## config.mk

```make
export PLATFORM = sky130hd
export DESIGN_NAME = load_store_unit
export DESIGN_NICKNAME = d
export VERILOG_FILES = /design/src/rtl/lsu_pkg.sv /design/src/rtl/lsu_align.sv /design/src/rtl/load_store_unit.sv
export SDC_FILE = /design/constraint.sdc
export NUM_CORES = 1
export LEC_CHECK = 0
export CAP_MARGIN = 25
export CORE_UTILIZATION = 53
export CTS_CLUSTER_DIAMETER = 60
export DETAILED_ROUTE_END_ITERATION = 10
export PLACE_DENSITY_LB_ADDON = 0.15
export SYNTH_ARGS = -nofsm -noshare
export SYNTH_HDL_FRONTEND = slang
export SYNTH_HIERARCHICAL = 1
export SYNTH_SLANG_ARGS = --single-unit
```

## constraint.sdc

```tcl
create_clock -name clk -period 4.05 [get_ports clk]
set_clock_uncertainty 0.1 [all_clocks]
set_input_delay 0.405 -clock clk [delete_from_list [all_inputs] [get_ports clk]]
set_output_delay 0.405 -clock clk [all_outputs]
set_load 0.01 [all_outputs]
```

## src/rtl/lsu_pkg.sv

```systemverilog
// lsu_pkg
// Shared definitions for the MEM-stage load/store unit: bus widths, request
// op codes ({we, funct3}), the controller state enum, and small helpers
// that classify an op code.
package lsu_pkg;

  localparam int ADDR_W = 32;
  localparam int DATA_W = 32;
  localparam int OP_W   = 4;

  localparam logic [OP_W-1:0] OP_LB  = 4'b0000;
  localparam logic [OP_W-1:0] OP_LH  = 4'b0001;
  localparam logic [OP_W-1:0] OP_LW  = 4'b0010;
  localparam logic [OP_W-1:0] OP_LBU = 4'b0100;
  localparam logic [OP_W-1:0] OP_LHU = 4'b0101;
  localparam logic [OP_W-1:0] OP_SB  = 4'b1000;
  localparam logic [OP_W-1:0] OP_SH  = 4'b1001;
  localparam logic [OP_W-1:0] OP_SW  = 4'b1010;

  // Access size lives in the low two bits of every legal op code.
  localparam logic [1:0] SIZE_BYTE = 2'b00;
  localparam logic [1:0] SIZE_HALF = 2'b01;
  localparam logic [1:0] SIZE_WORD = 2'b10;

  typedef enum logic [1:0] {
    ST_IDLE  = 2'd0,
    ST_READ  = 2'd1,
    ST_WRITE = 2'd2,
    ST_RESP  = 2'd3
  } lsu_state_t;

  function automatic logic op_legal(input logic [OP_W-1:0] op);
    logic legal;
    case (op)
      OP_LB, OP_LH, OP_LW, OP_LBU, OP_LHU,
      OP_SB, OP_SH, OP_SW: legal = 1'b1;
      default:             legal = 1'b0;
    endcase
    return legal;
  endfunction

  function automatic logic op_misaligned(input logic [1:0] size,
                                         input logic [1:0] byte_off);
    logic mis;
    case (size)
      SIZE_HALF: mis = byte_off[0];
      SIZE_WORD: mis = (byte_off != 2'b00);
      default:   mis = 1'b0;
    endcase
    return mis;
  endfunction

endpackage

```

## src/rtl/lsu_align.sv

```systemverilog
// lsu_align
// Purely combinational lane logic for the load/store unit.
//   i_op         : latched request op code
//   i_byte_off   : byte offset within the word (addr[1:0])
//   i_rdata      : word sampled from data memory
//   i_wdata_lo   : low halfword of the store data (SB uses [7:0])
//   o_load_data  : selected lane, sign- or zero-extended per op
//   o_merge_data : i_rdata with the SB/SH store lane replaced
// Lanes are little-endian: byte offset 0 is bits [7:0].
module lsu_align
  import lsu_pkg::*;
(
  input  logic [OP_W-1:0]   i_op,
  input  logic [1:0]        i_byte_off,
  input  logic [DATA_W-1:0] i_rdata,
  input  logic [15:0]       i_wdata_lo,
  output logic [DATA_W-1:0] o_load_data,
  output logic [DATA_W-1:0] o_merge_data
);

  logic [7:0]  w_byte;
  logic [15:0] w_half;

  always_comb begin
    w_byte = 8'h00;
    case (i_byte_off)
      2'd0: w_byte = i_rdata[7:0];
      2'd1: w_byte = i_rdata[15:8];
      2'd2: w_byte = i_rdata[23:16];
      2'd3: w_byte = i_rdata[31:24];
      default: w_byte = 8'h00;
    endcase

    // Halfword accesses are already known aligned, so only bit 1 picks the lane.
    w_half = i_byte_off[1] ? i_rdata[31:16] : i_rdata[15:0];
  end

  always_comb begin
    o_load_data = '0;
    case (i_op)
      OP_LB:  o_load_data = {{24{w_byte[7]}}, w_byte};
      OP_LBU: o_load_data = {24'h000000, w_byte};
      OP_LH:  o_load_data = {{16{w_half[15]}}, w_half};
      OP_LHU: o_load_data = {16'h0000, w_half};
      OP_LW:  o_load_data = i_rdata;
      default: o_load_data = '0;
    endcase
  end

  always_comb begin
    o_merge_data = i_rdata;
    case (i_op)
      OP_SB: begin
        case (i_byte_off)
          2'd0: o_merge_data[7:0]   = i_wdata_lo[7:0];
          2'd1: o_merge_data[15:8]  = i_wdata_lo[7:0];
          2'd2: o_merge_data[23:16] = i_wdata_lo[7:0];
          2'd3: o_merge_data[31:24] = i_wdata_lo[7:0];
          default: o_merge_data = i_rdata;
        endcase
      end
      OP_SH: begin
        if (i_byte_off[1]) o_merge_data[31:16] = i_wdata_lo;
        else               o_merge_data[15:0]  = i_wdata_lo;
      end
      default: o_merge_data = i_rdata;
    endcase
  end

endmodule

```

## src/rtl/load_store_unit.sv

```systemverilog
// load_store_unit
// MEM-stage initiator for the word-addressed data memory. Takes one request
// at a time, rejects illegal/misaligned/out-of-range accesses without
// touching memory, does read-modify-write for SB/SH, and returns the result
// through a valid/ready response handshake.
//
// Ports:
//   clk, rst                  clock; synchronous active-low reset
//   req_valid/req_ready       request handshake (ready only in IDLE)
//   req_op/req_addr/req_wdata request fields, latched on accept
//   resp_valid/resp_ready     response handshake
//   resp_data/resp_err        extended load data / error flag
//   mem_readEn/mem_writeEn    memory strobes (mutually exclusive)
//   mem_address               latched word index addr[31:2]
//   mem_WriteData             word to write
//   mem_ReadData              combinational read data
//
// state   | meaning
// --------+-----------------------------------------------------------
// IDLE    | waiting for a request; req_ready high
// READ    | mem_readEn high; loads extract a lane, SB/SH build a merge
// WRITE   | mem_writeEn high for one cycle (SW data or merged word)
// RESP    | resp_valid high until resp_ready
module load_store_unit
  import lsu_pkg::*;
#(
  parameter int MEM_WORDS = 1024
) (
  input  logic              clk,
  input  logic              rst,
  input  logic              req_valid,
  output logic              req_ready,
  input  logic [OP_W-1:0]   req_op,
  input  logic [ADDR_W-1:0] req_addr,
  input  logic [DATA_W-1:0] req_wdata,
  output logic              resp_valid,
  input  logic              resp_ready,
  output logic [DATA_W-1:0] resp_data,
  output logic              resp_err,
  output logic              mem_readEn,
  output logic              mem_writeEn,
  output logic [ADDR_W-1:0] mem_address,
  output logic [DATA_W-1:0] mem_WriteData,
  input  logic [DATA_W-1:0] mem_ReadData
);

  localparam logic [ADDR_W-1:0] LP_MEM_WORDS = ADDR_W'(MEM_WORDS);

  lsu_state_t        r_state;
  lsu_state_t        w_state_nxt;

  logic [OP_W-1:0]   r_op;
  logic [ADDR_W-1:0] r_addr;
  logic [DATA_W-1:0] r_wdata;
  logic [DATA_W-1:0] r_merge;
  logic [DATA_W-1:0] r_resp_data;
  logic              r_resp_err;

  logic              w_accept;
  logic              w_req_err;
  logic              w_sub_word_store;
  logic [DATA_W-1:0] w_load_data;
  logic [DATA_W-1:0] w_merge_data;

  assign w_accept = req_valid && (r_state == ST_IDLE);

  // Anything rejected here never reaches READ/WRITE, so no strobe is issued.
  assign w_req_err = !op_legal(req_op)
                  || op_misaligned(req_op[1:0], req_addr[1:0])
                  || ({2'b00, req_addr[ADDR_W-1:2]} >= LP_MEM_WORDS);

  // SB/SH need the old word first; SW goes straight to WRITE.
  assign w_sub_word_store = r_op[3] && (r_op[1:0] != SIZE_WORD);

  lsu_align u_align (
    .i_op         (r_op),
    .i_byte_off   (r_addr[1:0]),
    .i_rdata      (mem_ReadData),
    .i_wdata_lo   (r_wdata[15:0]),
    .o_load_data  (w_load_data),
    .o_merge_data (w_merge_data)
  );

  always_ff @(posedge clk) begin
    if (!rst) r_state <= ST_IDLE;
    else      r_state <= w_state_nxt;
  end

  always_comb begin
    w_state_nxt   = r_state;
    req_ready     = 1'b0;
    resp_valid    = 1'b0;
    mem_readEn    = 1'b0;
    mem_writeEn   = 1'b0;
    mem_WriteData = '0;
    case (r_state)
      ST_IDLE: begin
        req_ready = 1'b1;
        if (w_accept) begin
          if (w_req_err)            w_state_nxt = ST_RESP;
          else if (req_op == OP_SW) w_state_nxt = ST_WRITE;
          else                      w_state_nxt = ST_READ;
        end
      end
      ST_READ: begin
        mem_readEn  = 1'b1;
        w_state_nxt = r_op[3] ? ST_WRITE : ST_RESP;
      end
      ST_WRITE: begin
        mem_writeEn   = 1'b1;
        mem_WriteData = w_sub_word_store ? r_merge : r_wdata;
        w_state_nxt   = ST_RESP;
      end
      ST_RESP: begin
        resp_valid = 1'b1;
        if (resp_ready) w_state_nxt = ST_IDLE;
      end
      default: w_state_nxt = ST_IDLE;
    endcase
  end

  always_ff @(posedge clk) begin
    if (!rst) begin
      r_op        <= '0;
      r_addr      <= '0;
      r_wdata     <= '0;
      r_merge     <= '0;
      r_resp_data <= '0;
      r_resp_err  <= 1'b0;
    end else begin
      if (w_accept) begin
        r_op        <= req_op;
        r_addr      <= req_addr;
        r_wdata     <= req_wdata;
        r_resp_data <= '0;
        r_resp_err  <= w_req_err;
      end
      if (r_state == ST_READ) begin
        if (r_op[3]) r_merge     <= w_merge_data;
        else         r_resp_data <= w_load_data;
      end
      if ((r_state == ST_RESP) && resp_ready) begin
        r_resp_data <= '0;
        r_resp_err  <= 1'b0;
      end
    end
  end

  assign resp_data   = r_resp_data;
  assign resp_err    = r_resp_err;
  assign mem_address = {2'b00, r_addr[ADDR_W-1:2]};

endmodule

```

== Word level (Yosys, flattened, before mapping) ==
Memory sizes are Yosys's and may differ from the RTL's.
Cells that the tools add are included.

* Flip-flop bits (word level): 135
* Bits in latches: 0
* Bits in writable memories: 0
* ROM bits: 16
* Bits of input ports: 104
* Output and inout bits: 101
* Word-level logic and storage cells: 67
* Memories kept: 1

* $add $sub $neg: 0
* $mul: 0
* Div/mod/pow operators: 0
* Magnitude comparators: 1
* Equality and inequality tests: 18
* Shift operators: 0
* Mux-type cells: 26
* Bitwise operators: 1
* Reductions and logical operators: 13

{| class="wikitable"
|+ Memory list
! memory !! words !! bits a word !! read ports !! clocked after Yosys merged registers in !! wr ports !! RTL line !! source
|-
| (no name shown) || 16 || 1 || 1 || 0 || 0 || lsu_pkg.sv:34 || <nowiki>case (op)</nowiki>
|}

{| class="wikitable"
|+ Operator list
! cell !! count
|-
| two-way mux 32 bit || 5
|-
| one-hot mux 32 bit (5 select lines) || 1
|-
| one-hot mux 32 bit (2 select lines) || 1
|-
| two-way mux 16 bit || 3
|-
| two-way mux 8 bit || 4
|-
| one-hot mux 8 bit (4 select lines) || 1
|-
| >= comparator 30 x 11 -> 1 bit, second input constant || 1
|-
| == test 4 bit, second input constant || 3
|-
| == test 2 bit, second input constant || 5
|-
| == test 4 x 3 -> 1 bit, second input constant || 2
|-
| two-way mux 2 bit || 4
|-
| one-hot mux 2 bit (4 select lines) || 1
|-
| == test 2 x 1 -> 1 bit, second input constant || 3
|-
| != test 2 bit, second input constant || 3
|-
| two-way mux 1 bit || 5
|-
| == test 4 x 1 -> 1 bit, second input constant || 1
|-
| == test 4 x 2 -> 1 bit, second input constant || 1
|-
| logical NOT 2 bit || 2
|-
| logical NOT 4 bit || 1
|-
| AND reduction 2 bit || 2
|-
| logical AND 1 bit || 3
|-
| logical OR 1 bit || 2
|-
| one-hot mux 1 bit (2 select lines) || 1
|-
| nonzero test 2 bit || 1
|-
| other kinds (3) || 3
|}

== Logic depth before layout (Yosys ltp) ==
* Depth after elaboration: 7
* Depth in mapped cells: 8

== Cells and area by module ==
The synthesis kept the hierarchy.

{| class="wikitable"
|+ By module, submodules not included
! module !! times used !! cells each !! area an instance (sq um) !! seq. area each (sq um)
|-
| load_store_unit || 1 || 739 || 5,960.7 || 2,702.6
|-
| lsu_align || 1 || 212 || 1,456.4 || 0.0
|}

== Worst setup path after synthesis ==
No wires, ideal clock.

* Path kind: register -> register
* From: register r_addr[1]
* To: register r_resp_data[27], in the netlist resp_data[27]
* Data arrival time: 1.541 ns
* Required time: 3.822 ns
* Path slack: 2.282 ns
* Cell stages (with the launch flop): 8
* Period minus slack after synthesis: 1.768 ns
* Path through: dfxtp_1 > buf_6 > mux2_4 > mux2i_4 > buf_4 > o21ai_1 > a22oi_1 > nor2_1

* Word-level cells in the longest chain between the ends: 5

{| class="wikitable"
|+ RTL lines
! what !! RTL line !! source
|-
| start: declaration || load_store_unit.sv:53 || <nowiki>logic [ADDR_W-1:0] r_addr;</nowiki>
|-
| start signal: assignment || load_store_unit.sv:133 || <nowiki>r_addr <= req_addr;</nowiki>
|-
| == test 2 bit (tied with other cells) || lsu_align.sv:26 || <nowiki>case (i_byte_off)</nowiki>
|-
| one-hot mux 8 bit (4 select lines) || lsu_align.sv:26 ||
|-
| one-hot mux 32 bit (5 select lines) * || lsu_align.sv:40 || <nowiki>case (i_op)</nowiki>
|-
| net w_load_data[27] || load_store_unit.sv:62 || <nowiki>logic [DATA_W-1:0] w_load_data;</nowiki>
|-
| two-way mux 32 bit * || load_store_unit.sv:139 || <nowiki>if (r_op[3]) r_merge <= w_merge_data;</nowiki>
|-
| two-way mux 32 bit * || load_store_unit.sv:138 || <nowiki>if (r_state == ST_READ) begin</nowiki>
|-
| end signal: assignment || load_store_unit.sv:140 || <nowiki>else r_resp_data <= w_load_data;</nowiki>
|-
| end: declaration || load_store_unit.sv:56 || <nowiki>logic [DATA_W-1:0] r_resp_data;</nowiki>
|}

Mark *: on every way through the listed nets, which the timed path passes. The rest lies on a longest branch.
A chain may end at the register's enable or synchronous reset.

== Final worst setup path ==
* From: register r_op[1]
* To: output mem_WriteData[29]

* Word-level cells in the longest chain between the ends: 4

{| class="wikitable"
|+ RTL lines
! what !! RTL line !! source
|-
| start: declaration || load_store_unit.sv:52 || <nowiki>logic [OP_W-1:0] r_op;</nowiki>
|-
| start signal: assignment || load_store_unit.sv:132 || <nowiki>r_op <= req_op;</nowiki>
|-
| != test 2 bit || load_store_unit.sv:73 || <nowiki>assign w_sub_word_store = r_op[3] && (r_op[1:0] != SIZE_WORD);</nowiki>
|-
| logical AND 1 bit || load_store_unit.sv:73 ||
|-
| two-way mux 32 bit || load_store_unit.sv:111 || <nowiki>mem_WriteData = w_sub_word_store ? r_merge : r_wdata;</nowiki>
|-
| two-way mux 32 bit || load_store_unit.sv:96 || <nowiki>case (r_state)</nowiki>
|-
| end: declaration || load_store_unit.sv:43 || <nowiki>output logic [DATA_W-1:0] mem_WriteData,</nowiki>
|}

No other way between the ends.

==> flow_metrics.tcl <==
set metrics [dict create \
    run_status "completed" \
    period_minus_slack_ns 3.65 \
    multi_input_comb_area_sq_um 4050 \
    postCtsResizedCells 0 \
    minimum_hold_slack_ns 0.353 \
    arrival_ns 3.15 \
    timing.max_cap.violations 0 \
    final_min_period_over_clock_period_pct 90.2 \
    dominantRegCellSynth "dfxtp_1" \
    grt_start_max_net_pins 71 \
    hold_buffers 0 \
    drt_iter0_markers 611 \
    cts_post_setup_buffers_inserted 0 \
    clockBufferDepth 2 \
    grt_setup_unrepaired "false" \
    total_length_of_routed_wires_um 21700 \
    nFillCells 1091 \
    finalHoldViolCount 0 \
    yosysUniqueCellTypes 54 \
    area_growth_pct 33.7 \
    synth.area.top_cells "dfxtp_1 (36%), nand2_1 (15%), a21boi_0 (11%)" \
    viasPerCell 5.59 \
    antenna_found_initial 1 \
    finalSetupViolations 0 \
    sequential_cell_area_sq_um 2700 \
    globalplace.congestion 0.946 \
    drt_pass1_iterations 6 \
    clock_sink_count 135 \
    slew_headroom_pct 42.3 \
    number_of_global_route_vias_before_repair 6706 \
    worst-path-buf-inv 3 \
    start_util_pct 55.1 \
    drcViolationCount 0 \
    top_library_cells_by_usage_in_the_layout_fill_and_taps_aside "nand2_1 (303), clkdlybuf4s50_1 (201), dfxtp_1 (135)" \
    number_of_storage_elements_in_the_synthesis_netlist 135 \
    grt_first_pass_wirelength_um 34500 \
    timing.setup.critical_path_class "reg2out" \
    share_of_final_layout_standard_cells_stronger_than_drive_strength_1_pct 6.32 \
    slew_viol_final 0 \
    detailed_place.area_sq_um 9150 \
    highest_cell_delay_on_the_worst_timing_path_ns 0.77 \
    synth-warning-count 6 \
    post-synth-top-area-fraction_pct 36.4 \
    synth.largest_area_cell "dfxtp_1" \
    die_area_sq_um 14500 \
    route.vias.total 7089 \
    synth-async-reset-ratio_pct 0 \
    detailedPlacementHpwl_um 15500 \
    num_rows 42 \
    cp-end-kind "output port" \
    critical_path.max_fanout 21 \
    finalInstanceArea_sq_um 9910 \
    clk_root_buffer_cell "clkbuf_16" \
    grt_resource_usage_total_pct 30.3 \
    htree_levels 4 \
    cp_cell_sequence "inv_1 -> o21ai_2 -> buf_4 -> nand2_1 -> a21boi_0 -> clkdlybuf4s50_1" \
    number_of_flops_mapped_to_enable_cells_by_yosys 0 \
    path_delay_family "buffers and inverters" \
    die-width_um 120 \
    worst_max_slew_pin_slew_ns 0.865 \
    worst_ir_drop_vdd_mv 0.378 \
    power_density_nw_per_um2 526 \
    layout_commonest_cell "nand2_1" \
    antenna_violating_nets_post_route 0 \
    clk_latency_ns 0.42 \
    timing.critical_path.from_type "flip-flop" \
    fin_setup_tns_ns 0 \
    seq_area_frac_synth_pct 36.4 \
    cts-buffers-inserted 17 \
    synth_cells 951 \
    tritoncts_clock_tree "yes" \
    clk_pin_slew_ns 0.06 \
    hold_class "reg2reg" \
    maxClockFrequency_mhz 274 \
    detail_route.wl_per_cell_um 17.1 \
    avgSynthCellArea_sq_um 7.80 \
    globalRoute.totalOverflow 0 \
    ioPinCount 205 \
    static_leakage_nw 3.39 \
    syn_area_sq_um 7420 \
    fp.coreArea_sq_um 13500 \
    dieHeight_um 120 \
    required_time_at_the_worst_slack_endpoint_ns 3.54 \
    final_net_count 1190 \
    placement.io_buffers 202 \
    critical-path-slowest-cell "dfxtp_1" \
]
==> cell families (layout without fill, tap and decap cells) <==
logic type | Yosys count | count (layout) | synth area share (%)
AND/OR/NAND/NOR | 406 | 406 | 23.5
AO/OA/AOI/OAI | 246 | 246 | 24.6
flip-flops | 135 | 135 | 36.4
buffers and inverters | 122 | 262 | 9.13
multiplexers | 34 | 34 | 5.13
adder cells (fa/ha/maj) | 7 | 7 | 1.18
other | 1 | 3 | 0.0506
==> report_power, final <==
group          total [mW]  internal (mW)  switching, mW
combinational        1.81          0.820          0.987
clock                1.70           1.12          0.580
sequential           1.70           1.53          0.170
==> stage by stage <==
step	util, %	total power, mW	setup slack, ns	std cells
2_1_floorplan	-	2.89	2.28	952
3_3_place_gp	67.8	3.43	0.938	1231
3_5_place_dp	68.0	3.47	0.829	1232
4_1_cts	72.9	5.18	0.383	1264
5_1_grt	73.7	5.48	0.0598	1268
6_report	73.7	5.22	0.397	1269
==> sequential cells by signal, indices dropped and copies added (netlist names) <==
| signal | count |
|---|---|
| resp_err | 1 |
| resp_data | 32 |
| r_state | 2 |
| r_addr | 32 |
| r_merge | 32 |
| r_op | 4 |
| r_wdata | 32 |
==> Yosys cell counts (3+ instances only) <==
cell type,number
o21ai_1,20
nor4_2,4
o221ai_1,5
a32oi_1,15
a21oi_1,4
a22oi_1,33
nand3_1,25
o21ai_0,7
o211ai_1,7
ha_1,7
clkbuf_1,30
o2bb2ai_1,7
buf_2,34
mux2i_1,14
nor3_1,8
dfxtp_1,135
inv_1,12
a21boi_0,110
nand2_1,304
buf_4,43
nor4_1,3
o21a_1,9
mux2_1,16
nand2b_1,4
nor4b_2,3
nor2_1,38
a21boi_1,22
==> tightest hold or removal path: stages (launching register included) <==
cell and delay, ns:
dfxtp_1 0.31, nand2_1 0.05, a21boi_1 0.05
==> worst paths after layout <==
check | endpoint | slack, ns | startpoint | depth (start not counted)
worst max-delay path | mem_WriteData[29] | 0.40 | r_op[1] | 6
worst min-delay path | r_merge[20] | 0.35 | r_merge[20] | 2
worst max register to register | r_addr[3] | 1.69 | r_state[0] | 6
worst min register to register | r_merge[20] | 0.35 | r_merge[20] | 2
==> layout make-up <==
class | count | area share (%)
Antenna cell | 1 | 0.0252
Clock buffer | 20 | 4.61
Clock inverter | 12 | 1.99
Inverter | 12 | 0.454
Multi-Input combinational cell | 695 | 40.9
Sequential cell | 135 | 27.3
Tap cell | 176 | 2.22
Timing Repair Buffer | 218 | 22.6
==> layer usage <==
layer	global-route usage, %	vias up	part of all wire (%)	routed length [um]
li1	-	3478	-	-
met1	37.3	3269	41	8940
met2	48.2	289	47	10300
met3	10.8	53	9.1	1980
met4	11.4	0	2.4	530
met5	0	-	0	0
No activity file was read; power rests on OpenSTA's default activity.
